<file path="config.mk">
export PLATFORM = sky130hd
export DESIGN_NAME = ysyx_22051013_lsu_gen
export DESIGN_NICKNAME = d
export VERILOG_FILES = /design/src/rtl/ysyx_22051013_lsu_gen.sv
export SDC_FILE = /design/constraint.sdc
export NUM_CORES = 1
export LEC_CHECK = 0
export BUFFER_PORTS_ARGS = -buffer_cell sky130_fd_sc_hd__buf_2
export CAP_MARGIN = 10
export CORE_MARGIN = 2
export CORE_UTILIZATION = 50
export CTS_BUF_LIST = sky130_fd_sc_hd__clkbuf_4
export DETAILED_ROUTE_END_ITERATION = 10
export PLACE_DENSITY_LB_ADDON = 0.05
export SLEW_MARGIN = 10
export SYNTH_ARGS = -nofsm -noshare
export SYNTH_HDL_FRONTEND = slang
export SYNTH_SLANG_ARGS = --single-unit
export TNS_END_PERCENT = 30
</file>
<file path="constraint.sdc">
create_clock -name clk -period 6.01 [get_ports clk]
set_input_delay 1.202 -clock clk [delete_from_list [all_inputs] [get_ports clk]]
set_output_delay 1.202 -clock clk [all_outputs]
set_load 0.005 [all_outputs]
</file>
<file path="src/rtl/ysyx_22051013_lsu_gen.sv">
// Load/store unit between EX and WB: one memory op in flight, a single request/response
// transaction on a generic memory port, and valid/ready handshakes towards EX and WB.
module ysyx_22051013_lsu_gen #(
  parameter int DATA_W = 64,
  parameter int ADDR_W = 64
) (
  input  logic                clk,
  input  logic                rst,
  input  logic                ex_valid,
  output logic                ls_ready,
  input  logic [DATA_W-1:0]   alu_res,
  input  logic [DATA_W-1:0]   store_data,
  input  logic [3:0]          ls_ctl,
  output logic                ls_valid,
  input  logic                wb_ready,
  output logic [DATA_W-1:0]   ls_data_o,
  output logic [1:0]          ls_exc,
  output logic                mem_req_valid,
  input  logic                mem_req_ready,
  output logic                mem_we,
  output logic [ADDR_W-1:0]   mem_addr,
  output logic [DATA_W-1:0]   mem_wdata,
  output logic [DATA_W/8-1:0] mem_wstrb,
  input  logic                mem_rvalid,
  input  logic [DATA_W-1:0]   mem_rdata,
  input  logic                mem_err
);

  localparam int STRB_W = DATA_W / 8;
  localparam int OFF_W  = $clog2(STRB_W);
  localparam bit WIDE   = (DATA_W == 64);

  typedef enum logic [1:0] {
    IDLE = 2'd0,
    REQ  = 2'd1,
    WAIT = 2'd2,
    DONE = 2'd3
  } state_e;

  // Doubleword accesses only exist on a 64-bit datapath.
  function automatic logic ctl_legal(input logic [3:0] ctl);
    case (ctl)
      4'b0000, 4'b1001, 4'b1010, 4'b1011, 4'b1101, 4'b1110,
      4'b0001, 4'b0010, 4'b0100: ctl_legal = 1'b1;
      4'b1100, 4'b1111, 4'b0101: ctl_legal = WIDE;
      default:                   ctl_legal = 1'b0;
    endcase
  endfunction

  // log2 of the access size in bytes
  function automatic logic [1:0] ctl_size(input logic [3:0] ctl);
    case (ctl)
      4'b1010, 4'b1110, 4'b0010: ctl_size = 2'd1;
      4'b1011, 4'b1111, 4'b0100: ctl_size = 2'd2;
      4'b1100, 4'b0101:          ctl_size = 2'd3;
      default:                   ctl_size = 2'd0;
    endcase
  endfunction

  function automatic logic misaligned(input logic [1:0] size, input logic [2:0] lo);
    case (size)
      2'd1:    misaligned = lo[0];
      2'd2:    misaligned = |lo[1:0];
      2'd3:    misaligned = |lo;
      default: misaligned = 1'b0;
    endcase
  endfunction

  state_e              state_q, state_d;
  logic [3:0]          ctl_q, ctl_d;
  logic [ADDR_W-1:0]   addr_q, addr_d;
  logic [DATA_W-1:0]   sdata_q, sdata_d;
  logic [DATA_W-1:0]   data_q, data_d;
  logic [1:0]          exc_q, exc_d;

  logic                accept;
  logic                in_req;
  logic [1:0]          size_q;
  logic                store_q;
  logic                zext_q;
  logic [OFF_W-1:0]    off_q;
  logic [DATA_W-1:0]   rshift;
  logic [DATA_W-1:0]   load_val;
  logic [DATA_W-1:0]   wdata_lane;
  logic [STRB_W-1:0]   strb_base;

  assign size_q  = ctl_size(ctl_q);
  assign store_q = ~ctl_q[3];
  assign zext_q  = (ctl_q[3:2] == 2'b11);
  assign off_q   = addr_q[OFF_W-1:0];
  assign in_req  = (state_q == REQ);

  assign ls_ready = (state_q == IDLE) | ((state_q == DONE) & wb_ready);
  assign accept   = ex_valid & ls_ready;

  // Move the addressed lane down to bit 0, then extend according to size/signedness.
  assign rshift = mem_rdata >> {off_q, 3'b000};

  always_comb begin
    load_val = '0;
    case (size_q)
      2'd0:    load_val = zext_q ? DATA_W'(rshift[7:0])  : DATA_W'($signed(rshift[7:0]));
      2'd1:    load_val = zext_q ? DATA_W'(rshift[15:0]) : DATA_W'($signed(rshift[15:0]));
      2'd2:    load_val = zext_q ? DATA_W'(rshift[31:0]) : DATA_W'($signed(rshift[31:0]));
      default: load_val = rshift;
    endcase
  end

  // Store data is replicated across all lanes so the strobes alone select the bytes.
  always_comb begin
    wdata_lane = sdata_q;
    strb_base  = '1;
    case (size_q)
      2'd0: begin
        wdata_lane = {STRB_W{sdata_q[7:0]}};
        strb_base  = STRB_W'(1);
      end
      2'd1: begin
        wdata_lane = {(DATA_W/16){sdata_q[15:0]}};
        strb_base  = STRB_W'(3);
      end
      2'd2: begin
        wdata_lane = {(DATA_W/32){sdata_q[31:0]}};
        strb_base  = STRB_W'(15);
      end
      default: begin
        wdata_lane = sdata_q;
        strb_base  = '1;
      end
    endcase
  end

  assign mem_req_valid = in_req;
  assign mem_we        = in_req & store_q;
  assign mem_addr      = in_req ? {addr_q[ADDR_W-1:OFF_W], {OFF_W{1'b0}}} : '0;
  assign mem_wdata     = (in_req & store_q) ? wdata_lane : '0;
  assign mem_wstrb     = (in_req & store_q) ? (strb_base << off_q) : '0;

  assign ls_valid  = (state_q == DONE);
  assign ls_data_o = data_q;
  assign ls_exc    = exc_q;

  always_comb begin
    state_d = state_q;
    ctl_d   = ctl_q;
    addr_d  = addr_q;
    sdata_d = sdata_q;
    data_d  = data_q;
    exc_d   = exc_q;

    case (state_q)
      REQ: begin
        if (mem_req_ready) begin
          state_d = WAIT;
        end
      end
      WAIT: begin
        if (mem_rvalid) begin
          state_d = DONE;
          if (mem_err) begin
            data_d = '0;
            exc_d  = 2'b10;
          end else begin
            data_d = store_q ? '0 : load_val;
            exc_d  = 2'b00;
          end
        end
      end
      DONE: begin
        if (wb_ready) begin
          state_d = IDLE;
        end
      end
      default: begin
      end
    endcase

    // Acceptance overrides the above so DONE can hand over to the next op without a bubble.
    if (accept) begin
      ctl_d   = ls_ctl;
      addr_d  = alu_res[ADDR_W-1:0];
      sdata_d = store_data;
      data_d  = '0;
      exc_d   = 2'b00;
      if (!ctl_legal(ls_ctl)) begin
        state_d = DONE;
        exc_d   = 2'b11;
      end else if (ls_ctl == 4'b0000) begin
        state_d = DONE;
        data_d  = alu_res;
      end else if (misaligned(ctl_size(ls_ctl), alu_res[2:0])) begin
        state_d = DONE;
        exc_d   = 2'b01;
      end else begin
        state_d = REQ;
      end
    end
  end

  always_ff @(posedge clk) begin
    if (!rst) begin
      state_q <= IDLE;
      ctl_q   <= '0;
      addr_q  <= '0;
      sdata_q <= '0;
      data_q  <= '0;
      exc_q   <= '0;
    end else begin
      state_q <= state_d;
      ctl_q   <= ctl_d;
      addr_q  <= addr_d;
      sdata_q <= sdata_d;
      data_q  <= data_d;
      exc_q   <= exc_d;
    end
  end

endmodule

</file>
# [Word level (Yosys, flattened, before mapping)]
# Memory sizes are Yosys's and may differ from the RTL's. A register that Yosys moved wholly into a read port is not among the register bits.
# Index checks and enable logic that the tools add are counted.
[totals] inputBits=203 out_inout_bits=206 register_bits=200 memories=3 mem_bits_ro=80
[memory_table] memory="(name not given)" depth=16 word_bits=2 read_ports=1 rd_ports_with_merged_regs=0 write_ports=0 line="52" rtl="case (ctl)"
[memory_table] memory="(name not given)" depth=16 word_bits=2 read_ports=1 rd_ports_with_merged_regs=1 write_ports=0 line="52"
[memory_table] memory="(name not given)" depth=16 word_bits=1 read_ports=1 rd_ports_with_merged_regs=0 write_ports=0 line="42" rtl="case (ctl)"
[classes] bitwise=5 muxes=41 reduce_logical=10 n_eq_ne=12 shift=2
[ops] op="$mux 64" count=12
[ops] op="$pmux 64 s3" count=2
[ops] op="$shr 64x6->64" count=1
[ops] op="$mux 2" count=15
[ops] op="$pmux 8 s3" count=1
[ops] op="$eq 2x2->1 const B" count=6
[ops] op="$mux 4" count=2
[ops] op="$mux 8" count=1
[ops] op="$shl 8x3->8" count=1
[ops] op="$eq 2x1->1 const B" count=3
[ops] op="$mux 1" count=6
[ops] op="$ne 3x3->1 const B" count=2
[ops] op="$pmux 2 s3" count=1
[ops] op="$logic_not 2->1" count=2
[ops] op="$logic_not 4->1" count=1
[ops] op="$reduce_and 4->1" count=1
[ops] op="$reduce_bool 2->1" count=2
[ops] op="$reduce_bool 4->1" count=1
[ops] op="$and 1x1->1" count=3
[ops] op="$ne 3x1->1 const B" count=1
[ops] op="$pmux 1 s3" count=1
[ops] op="$reduce_or 3->1" count=1
[ops] op="$reduce_and 2->1" count=1
[ops] op="$reduce_or 2->1" count=1
[ops] op="other kinds (2)" count=2

# [Longest topological paths before layout]
# Gate-level depths: netlist (run 1).
[depth] depth_word=16 depth_mapped=11 mapped_depth_nobuf=8

# [Least setup slack after synthesis (run 1)]
# No wires, ideal clock.
[synth_path] kind="in2reg" startpoint="in ex_valid" endpoint="reg size_q[1] (netlist name)" required_ps=5893 path_slack_ps=2746 n_path_buf=2 setup_ps=117 cell_stages=10 t_arrival_ps=3147 path_cell_list="or3b_1 clkbuf_1 nand2_1 buf_1 nand2_1 a21oi_1 inv_1 ha_1 o21a_1 a22o_1"
[synth_between] elab_chain_cells=3
[synth_lines] element="from (decl)" line="9" rtl="input logic ex_valid,"
[synth_lines] element="$and 1x1->1" line="94" rtl="assign accept = ex_valid & ls_ready;"
[synth_lines] element="$mux 4 (no source line) (2 in series)"
# No other way between the ends.
# A chain may end at the register's enable or synchronous reset.

# [Worst setup path after layout (run 1)]
[layout_path] startpoint="reg state_q[1]" endpoint="out mem_wstrb[1]"
[layout_between] elab_chain_cells=3
[layout_lines] element="from (decl)" line="69" rtl="state_e state_q, state_d;"
[layout_lines] element="from (signal assigned)" line="209" rtl="state_q <= state_d;"
[layout_lines] element="$eq 2x1->1" line="91" rtl="assign in_req = (state_q == REQ);"
[layout_lines] element="$and 1x1->1" line="137" rtl="assign mem_wstrb = (in_req & store_q) ? (strb_base << off_q) : '0;"
[layout_lines] element="$mux 8" line="137"
[layout_lines] element="to (decl)" line="23" rtl="output logic [DATA_W/8-1:0] mem_wstrb,"
# No other way between the ends.

==> flow_summary_export.csv, run 1 <==
group,metric,value,unit
synthesis,yosys-top-cells-count,"nand2_1, a21oi_1, dfxtp_1",
flow_run,cap_violations,0,
sta,period_needed,4520,ps
layout,fillers,2269,
layout,fin_util,0.625,
worst_setup_path,worstPathRequired,4810,ps
placement,post-dp-hpwl,33.0,mm
cts,clk_latency,690,ps
synthesis,synth.most_common_cell,"nand2_1",
layout,nets,2146,
synthesis,ys.flop_type,"dfxtp_1",
synthesis,yosys-top-cells-area,"dfxtp_1, a21oi_1, nand2_1",
cts,cts_sinks,202,
cts,ctsHtreeMaxLevel,2,
detailed_routing,drc,0,
worst_setup_path,critPathLaunch,"state_q[1]",
synthesis,syn_avg_cell_area,7.53,sq um
detailed_routing,wirelength,46.1,mm
sta,worstMarginPinSlew,1250,ps
sta,rsz0062_at_grt,"false",
sta,finalSetupViolCount,0,
cts,clock-root-buffer,"clkbuf_4",
placement,io_buffer_count,405,
floorplanning,num_rows,56,
detailed_routing,firstDrtPassIters,6,
synthesis,synth_top_area_cell,"dfxtp_1",
power_and_ir_drop,p_sw,1.50,mW
worst_setup_path,reg2reg_from,"addr_q[2]",
cts,hold_buffers,0,
power_and_ir_drop,seq_power_share,0.404,
power_and_ir_drop,p_leak,6.22,nW
worst_hold_path,hp-start,"addr_q[24]",
layout,multi_input_area,7360,sq um
floorplanning,die_h,160,um
global_route,grt_pass1_wl,70.5,mm
global_route,grt.overflow.total,0,
layout,area_growth,21.9,%
power_and_ir_drop,peakVddDrop,0.149,mV
cts,cts_buffer_depth,3,
placement,dp_worst_setup_slack,2200,ps
worst_setup_path,worstSetupPathType,"flop to primary output",
detailed_routing,num_vias,13600,
sta,clock-skew-final,28.7,ps
worst_setup_path,worst_setup_path_end_kind,"primary output",
synthesis,synth.top_cell.area_share,0.334,
synthesis,synth_area,12100,sq um
synthesis,yosys_warnings,0,
detailed_routing,ant_nets,0,
power_and_ir_drop,power_density,276,nW/um^2
run_status,status,"finished clean",
worst_hold_path,hold_class,"flop to flop",
sta,maxSlewViolCount,0,
sta,setup_ws,1490,ps
power_and_ir_drop,combPwrFrac,0.305,
global_route,antenna_found_initial,7,
floorplanning,initial_core_util,0.513,
sta,slew_headroom,0.163,
worst_setup_path,start_kind,"flop",
detailed_routing,drt-initial-drc-count,1280,
global_route,grt_max_degree,79,
synthesis,ys_async_sr_fraction,0,
detailed_routing,wl_per_cell,20.1,um
floorplanning,dieArea,25500,sq um
synthesis,synth_cell_types,70,
power_and_ir_drop,internal-power,2.57,mW
sta,fin_crit_sh,0.753,
synthesis,ys_seq_area_frac,0.334,
cts,postCtsResizedCells,0,
floorplanning,coreArea,23600,sq um
layout,drive_above_1_share,0.287,
detailed_routing,vias_per_cell,5.93,
layout,stdcell_count,2294,
cts,cts_tree,"built",
synthesis,netlist_instances,1608,
placement,place_congestion,0.928,
cts,clk_pin_slew,70,ps
power_and_ir_drop,p_clk_frac,0.291,
sta,finalHoldViolCount,0,
floorplanning,die_w,160,um
worst_setup_path,cp_max_fo,25,
sta,fmax,0.221,GHz
sta,fin_setup_tns,0,ps
cts,cts_buffers,54,
cts,post_cts_buffers,0,
layout,ff_latch_area,4050,sq um
worst_setup_path,arrival,3320,ps
worst_setup_path,regToRegSetupSlack,2830,ps
global_route,grt_pass1_vias,12800,
placement,dp.cells,2197,
floorplanning,io_pins,409,
synthesis,synth_edf_count,0,
synthesis,ys_seq_elements,202,
global_route,track_usage,0.343,
power_and_ir_drop,p_sw_frac,0.368,
==> stage by stage <==
stage          area, sq um  power (mW)  hold WS [ps]
3_3_place_gp         14100        2.87           437
2_1_floorplan        12100        2.44           432
4_1_cts              14700        4.07           450
3_5_place_dp         14100        2.89           442
5_1_grt              14800        4.29           467
6_report             14800        4.07           448
==> worst paths after layout <==
path | endpoint | depth (start not counted)
worst min-delay path | addr_q[24] | 2
worst max register to register | ls_data_o[41] | 7
worst min register to register | addr_q[24] | 2
worst max-delay path | mem_wstrb[1] | 6
==> layer usage <==
metal  vias up  GRT usage  part of all wire
met5         -          0           0.00028
li1       6426          -                 -
met3       141     0.0719             0.084
met1      6324      0.421              0.40
met2       718      0.585              0.47
met4         2      0.143             0.039
==> critical path: stages (launching register included) <==
cell,delay [ps]
dfxtp_1,620
nor2b_4,80
nand2_1,630
clkinv_1,520
o21ai_0,410
nor2_1,200
buf_2,180
==> cell usage in the layout (no fill, tap or decap), types with 19 or more instances in the layout <==
cell type  instances
buf_2            405
nand2_1          328
a21oi_1          247
dfxtp_1          197
mux2i_1          101
clkbuf_4          80
o21ai_0           78
nor2_1            64
and2_1            63
o211ai_1          35
a211oi_1          25
buf_4             24
inv_1             19
mux2_2            19
==> logic make-up (layout without fill, tap and decap cells) <==
group	after synthesis	after routing	share of synthesized area
compound gates	507	507	0.255
xor+xnor	1	1	0.000723
fa+ha+maj	9	9	0.00929
buf+inv	183	542	0.0635
flops	202	202	0.334
mux	129	129	0.118
other cells	1	9	0.000310
simple gates	576	576	0.220
==> power groups by stage <==
stage                     Combinational (mW)  Clock (mW)  Sequential [mW]
final                                   1.24        1.18             1.64
after CTS                               1.22        1.20             1.64
after global routing                    1.36        1.27             1.66
after floorplan                        0.828           0             1.61
after global placement                  1.21           0             1.66
after detailed placement                1.22           0             1.67
==> area by class of cell <==
type	instances	share of cell area
Antenna cell	6	0.00102
Clock buffer	80	0.0407
Clock inverter	11	0.00305
Inverter	22	0.00576
Multi-Input combinational cell	1225	0.499
Sequential cell	202	0.274
Tap cell	319	0.0270
Timing Repair Buffer	429	0.149
==> state kept, by name, summed over array words and instances (netlist names) <==
register	cells
addr_q	64
ls_data_o	64
sdata_q	64
ctl_q	4
ls_exc	2
size_q	2
state_q	2
Note: power is estimated with default switching activity, not from simulation.
==> run 2: changes to the inputs <==
Clock period 6.01 ns to 4.4 ns, I/O delays scaled along.
==> flow_summary_export.csv, run 2 (synthesis results as in run 1) <==
group,metric,value,unit
run_status,status,"finished clean",
floorplanning,coreArea,23600,sq um
worst_setup_path,regToRegSetupSlack,1280,ps
sta,finalSetupViolCount,0,
worst_hold_path,hold_class,"input pin to flop",
cts,hold_buffers,0,
sta,maxSlewViolCount,0,
detailed_routing,wl_per_cell,20.1,um
detailed_routing,ant_nets,0,
cts,clk_latency,690,ps
placement,placed_cell_area,14200,sq um
worst_setup_path,arrival,2830,ps
layout,multi_input_area,7360,sq um
layout,drive_above_1_share,0.290,
worst_setup_path,start_kind,"flop",
floorplanning,num_rows,56,
power_and_ir_drop,peakVddDrop,0.192,mV
power_and_ir_drop,power_density,374,nW/um^2
cts,ctsHtreeMaxLevel,2,
sta,finalHoldViolCount,0,
global_route,track_usage,0.343,
layout,mostFrequentLayoutCells,"buf_2, nand2_1, a21oi_1, dfxtp_1, mux2i_1",
detailed_routing,drc,0,
sta,setup_ws,690,ps
floorplanning,die_w,160,um
detailed_routing,num_vias,13600,
global_route,grt_pass1_wl,70.7,mm
cts,postCtsResizedCells,0,
worst_setup_path,critPathSlowestCell,"dfxtp_2",
worst_setup_path,crit_top_cell,"nor2_1",
sta,fin_crit_sh,0.843,
sta,rsz0062_at_grt,"false",
worst_setup_path,worstPathCellList,"nor2_1, buf_4, a222oi_1, nor2_1, buf_2",
detailed_routing,vias_per_cell,5.91,
sta,slew_headroom,0.237,
cts,cts_buffer_depth,3,
cts,cts_sinks,202,
cts,clk_pin_slew,70,ps
sta,fin_setup_tns,0,ps
global_route,grt.overflow.total,0,
global_route,grt_max_degree,98,
worst_setup_path,worst_setup_path_end_kind,"primary output",
layout,final_common_cell,"buf_2",
detailed_routing,firstDrtPassIters,6,
flow_run,cap_violations,0,
floorplanning,dieArea,25500,sq um
worst_setup_path,worstSetupPathType,"flop to primary output",
floorplanning,initial_core_util,0.513,
detailed_routing,drt-initial-drc-count,1146,
power_and_ir_drop,total_power,5.53,mW
placement,dp_worst_setup_slack,1120,ps
global_route,grt_pass1_vias,12800,
placement,post-dp-hpwl,33.0,mm
layout,area_growth,22.3,%
cts,cts_tree,"built",
sta,period_needed,3710,ps
worst_setup_path,cpPeakStageDelay,940,ps
floorplanning,die_h,160,um
worst_setup_path,worstPathRequired,3520,ps
detailed_routing,wirelength,46.2,mm
sta,fmax,0.270,GHz
layout,fillers,2282,
floorplanning,io_pins,409,
layout,nets,2154,
sta,worstMarginPinSlew,1140,ps
cts,cts_buffers,53,
sta,clock-skew-final,38.0,ps
layout,ff_latch_area,4050,sq um
placement,io_buffer_count,405,
power_and_ir_drop,p_leak,6.26,nW
cts,post_cts_buffers,0,
cts,clock-root-buffer,"clkbuf_4",
placement,place_congestion,0.941,
global_route,antenna_found_initial,9,
worst_setup_path,cp_max_fo,37,
layout,design_area,14800,sq um
[run 2: changes by cell type in the layout (fill, tap and decap cells not counted), sizes merged]
cell	change
clkinv	-2
buf	+9
clkinvlp	-1
diode	+2
clkbuf	-1
[run 2: critical path: cells and delay by family (launching register included)]
| family | cells | cell delay (ps) |
|---|---|---|
| compound gates | 1 | 340 |
| simple gates | 2 | 420 |
| flops | 1 | 940 |
| buf+inv | 2 | 460 |
[run 2: worst paths after layout]
path | end | startpoint | cells past startpoint
worst max-delay path | mem_wdata[42] | size_q[0] | 5
worst min-delay path | sdata_q[22] | store_data[22] | 3
worst max register to register | ls_data_o[36] | addr_q[2] | 7
worst min register to register | addr_q[59] | addr_q[59] | 2
[run 2: report_power, final]
group | internal, mW | switching, mW | total, mW
Combinational | 0.643 | 1.04 | 1.69
Sequential | 2.06 | 0.211 | 2.27
Clock | 0.809 | 0.771 | 1.58
[run 2: final cells by class]
class / count / share of cell area
diodes: 8 / 0.00135
well taps: 319 / 0.0269
multi-input cells: 1225 / 0.497
clock buffers: 79 / 0.0400
flip-flops and latches: 202 / 0.273
inverters: 22 / 0.00574
repair buffers: 438 / 0.154
clock inverters: 8 / 0.00236
[run 2: stage by stage]
step                utilization  instances  hold slack [ps]
finish                    0.627       2301              434
global route              0.627       2299              386
CTS                       0.627       2293              399
detailed placement        0.600       2206              442
global placement          0.600       2206              437
floorplan                     -       1610              432
[run 2: metal layers]
layer  track usage  share of wire  wire length (um)  up-vias
li1              -              -                 -     6431
met3        0.0725          0.092              4240      118
met2         0.573           0.48             22000      740
met5             0        0.00058                27        -
met1         0.427           0.39             18200     6296
met4         0.150          0.036              1670        4
==> run 3: changes to the inputs <==
Settings changed: CORE_UTILIZATION 50 to 48.
Clock period 4.4 ns to 3.1 ns, I/O delays scaled along.
==> flow_summary_export.csv, run 3 (synthesis results as in run 1) <==
group,metric,value,unit
worst_setup_path,worstPathRequired,2480,ps
global_route,grt.overflow.total,0,
worst_hold_path,min_to,"sdata_q[36]",
layout,nets,2173,
flow_run,cap_violations,0,
placement,place_congestion,0.910,
worst_hold_path,hp-start,"store_data[36]",
cts,ctsHtreeMaxLevel,2,
sta,fin_crit_sh,0.952,
detailed_routing,wl_per_cell,19.9,um
power_and_ir_drop,p_leak,6.40,nW
layout,stdcell_count,2341,
detailed_routing,vias_per_cell,5.85,
detailed_routing,drt-initial-drc-count,1304,
worst_setup_path,worst_setup_path_end_kind,"primary output",
global_route,grt_pass1_vias,12600,
worst_setup_path,worstSetupPathType,"flop to primary output",
floorplanning,io_pins,409,
sta,fmax,0.339,GHz
detailed_routing,wirelength,46.5,mm
sta,worstMarginPinSlew,916,ps
layout,final_common_cell,"buf_2",
worst_hold_path,holdPathStages,3,
worst_setup_path,arrival,2330,ps
placement,io_buffer_count,405,
sta,rsz0062_at_grt,"false",
worst_setup_path,regToRegSetupSlack,390,ps
power_and_ir_drop,peakVddDrop,0.322,mV
sta,period_needed,2950,ps
cts,cts_buffers,56,
worst_setup_path,worstPathCellList,"xor2_1, a222oi_1, nor2_1, buf_2",
cts,cts_sinks,202,
power_and_ir_drop,power_density,537,nW/um^2
sta,fin_setup_tns,0,ps
cts,clk_latency,700,ps
worst_setup_path,critPathSlowestCell,"xor2_1",
placement,post-dp-hpwl,33.1,mm
layout,area_growth,24.6,%
worst_setup_path,reg2reg_from,"addr_q[2]",
global_route,grt_max_degree,132,
sta,slew_headroom,0.389,
cts,cts_tree,"built",
global_route,antenna_found_initial,11,
layout,mostFrequentLayoutCells,"buf_2, nand2_1, a21oi_1, dfxtp_1, mux2i_1",
layout,fillers,2456,
cts,clock-root-buffer,"clkbuf_4",
sta,maxSlewViolCount,0,
sta,clock-skew-final,39.9,ps
detailed_routing,firstDrtPassIters,6,
layout,drive_above_1_share,0.301,
sta,finalHoldViolCount,0,
floorplanning,num_rows,58,
worst_hold_path,hold_class,"input pin to flop",
detailed_routing,ant_nets,0,
floorplanning,coreArea,25000,sq um
floorplanning,die_h,163,um
worst_setup_path,reg2reg_depth,6,
placement,dp.cells,2233,
cts,clk_pin_slew,60,ps
floorplanning,dieArea,26500,sq um
layout,design_area,15100,sq um
worst_setup_path,r2r-end,"ls_data_o[40]",
worst_setup_path,start_kind,"flop",
global_route,grt_pass1_wl,69.6,mm
sta,fin_hold_ws,153,ps
global_route,track_usage,0.333,
worst_setup_path,cpPeakStageDelay,650,ps
cts,cts_buffer_depth,3,
placement,placed_cell_area,14300,sq um
floorplanning,initial_core_util,0.485,
detailed_routing,num_vias,13700,
run_status,status,"finished clean",
worst_setup_path,cp_max_fo,21,
sta,finalSetupViolCount,0,
floorplanning,die_w,163,um
detailed_routing,drc,0,
[run 3: worst max path at each step]
| stage | from | endpoint | slack [ps] | depth (start not counted) |
|---|---|---|---|---|
| 6_report | size_q[0] | mem_wdata[41] | 150 | 4 |
| 5_1_grt | addr_q[1] | mem_wstrb[1] | 20 | 4 |
| 4_1_cts | addr_q[1] | mem_wstrb[1] | 10 | 4 |
| 3_5_place_dp | ex_valid | size_q[1] | 410 | 9 |
| 3_3_place_gp | mem_rdata[55] | ls_data_o[40] | 400 | 6 |
| 2_1_floorplan | ex_valid | size_q[1] | 420 | 10 |
[run 3: metal layers]
layer,up-vias,routed length [um],track usage,part of all wire
li1,6490,-,-,-
met1,6339,18400,0.410,0.39
met2,719,22000,0.558,0.47
met3,133,4100,0.0721,0.088
met4,4,1990,0.152,0.043
met5,-,29,0,0.00062
[run 3: timing repair]
action / in CTS / in global routing
endpoints found under the setup margin: 7 / 17
hold buffers: 0 / 0
buffers inserted: 0 / 0
gates resized for setup: 4 / 7
[run 3: metrics by stage]
step / setup slack (ps) / total power, mW / utilization
after floorplan: 418 / 4.73 / -
after global placement: 395 / 5.64 / 0.574
after detailed placement: 412 / 5.68 / 0.574
after CTS: 11.6 / 8.11 / 0.603
after global routing: 16.6 / 8.54 / 0.604
final: 150 / 8.10 / 0.605
[run 3: critical path, delay by kind of cell (launching register included)]
family | cells | cell delay, ps
compound gates | 1 | 160
flops | 1 | 520
simple gates | 1 | 170
xor+xnor | 1 | 650
buf+inv | 1 | 140
[run 3: power by group]
group / internal, mW / leakage, nW / total, mW / switching [mW]
sequential: 2.92 / 1.66 / 3.16 / 0.240
combinational: 0.954 / 4.32 / 2.51 / 1.56
clock: 1.27 / 0.425 / 2.43 / 1.17
total: 5.14 / 6.40 / 8.10 / 2.97
[run 3: cell type report]
class | count | area [sq um] | share of cell area
timing repair buffer | 454 | 2440 | 0.162
clock inverter | 11 | 48.8 | 0.00323
inverter | 22 | 85.1 | 0.00564
tap | 330 | 413 | 0.0274
antenna | 10 | 25.0 | 0.00166
clock buffer | 87 | 653 | 0.0433
sequential | 202 | 4060 | 0.269
multi-input combinational | 1225 | 7370 | 0.488
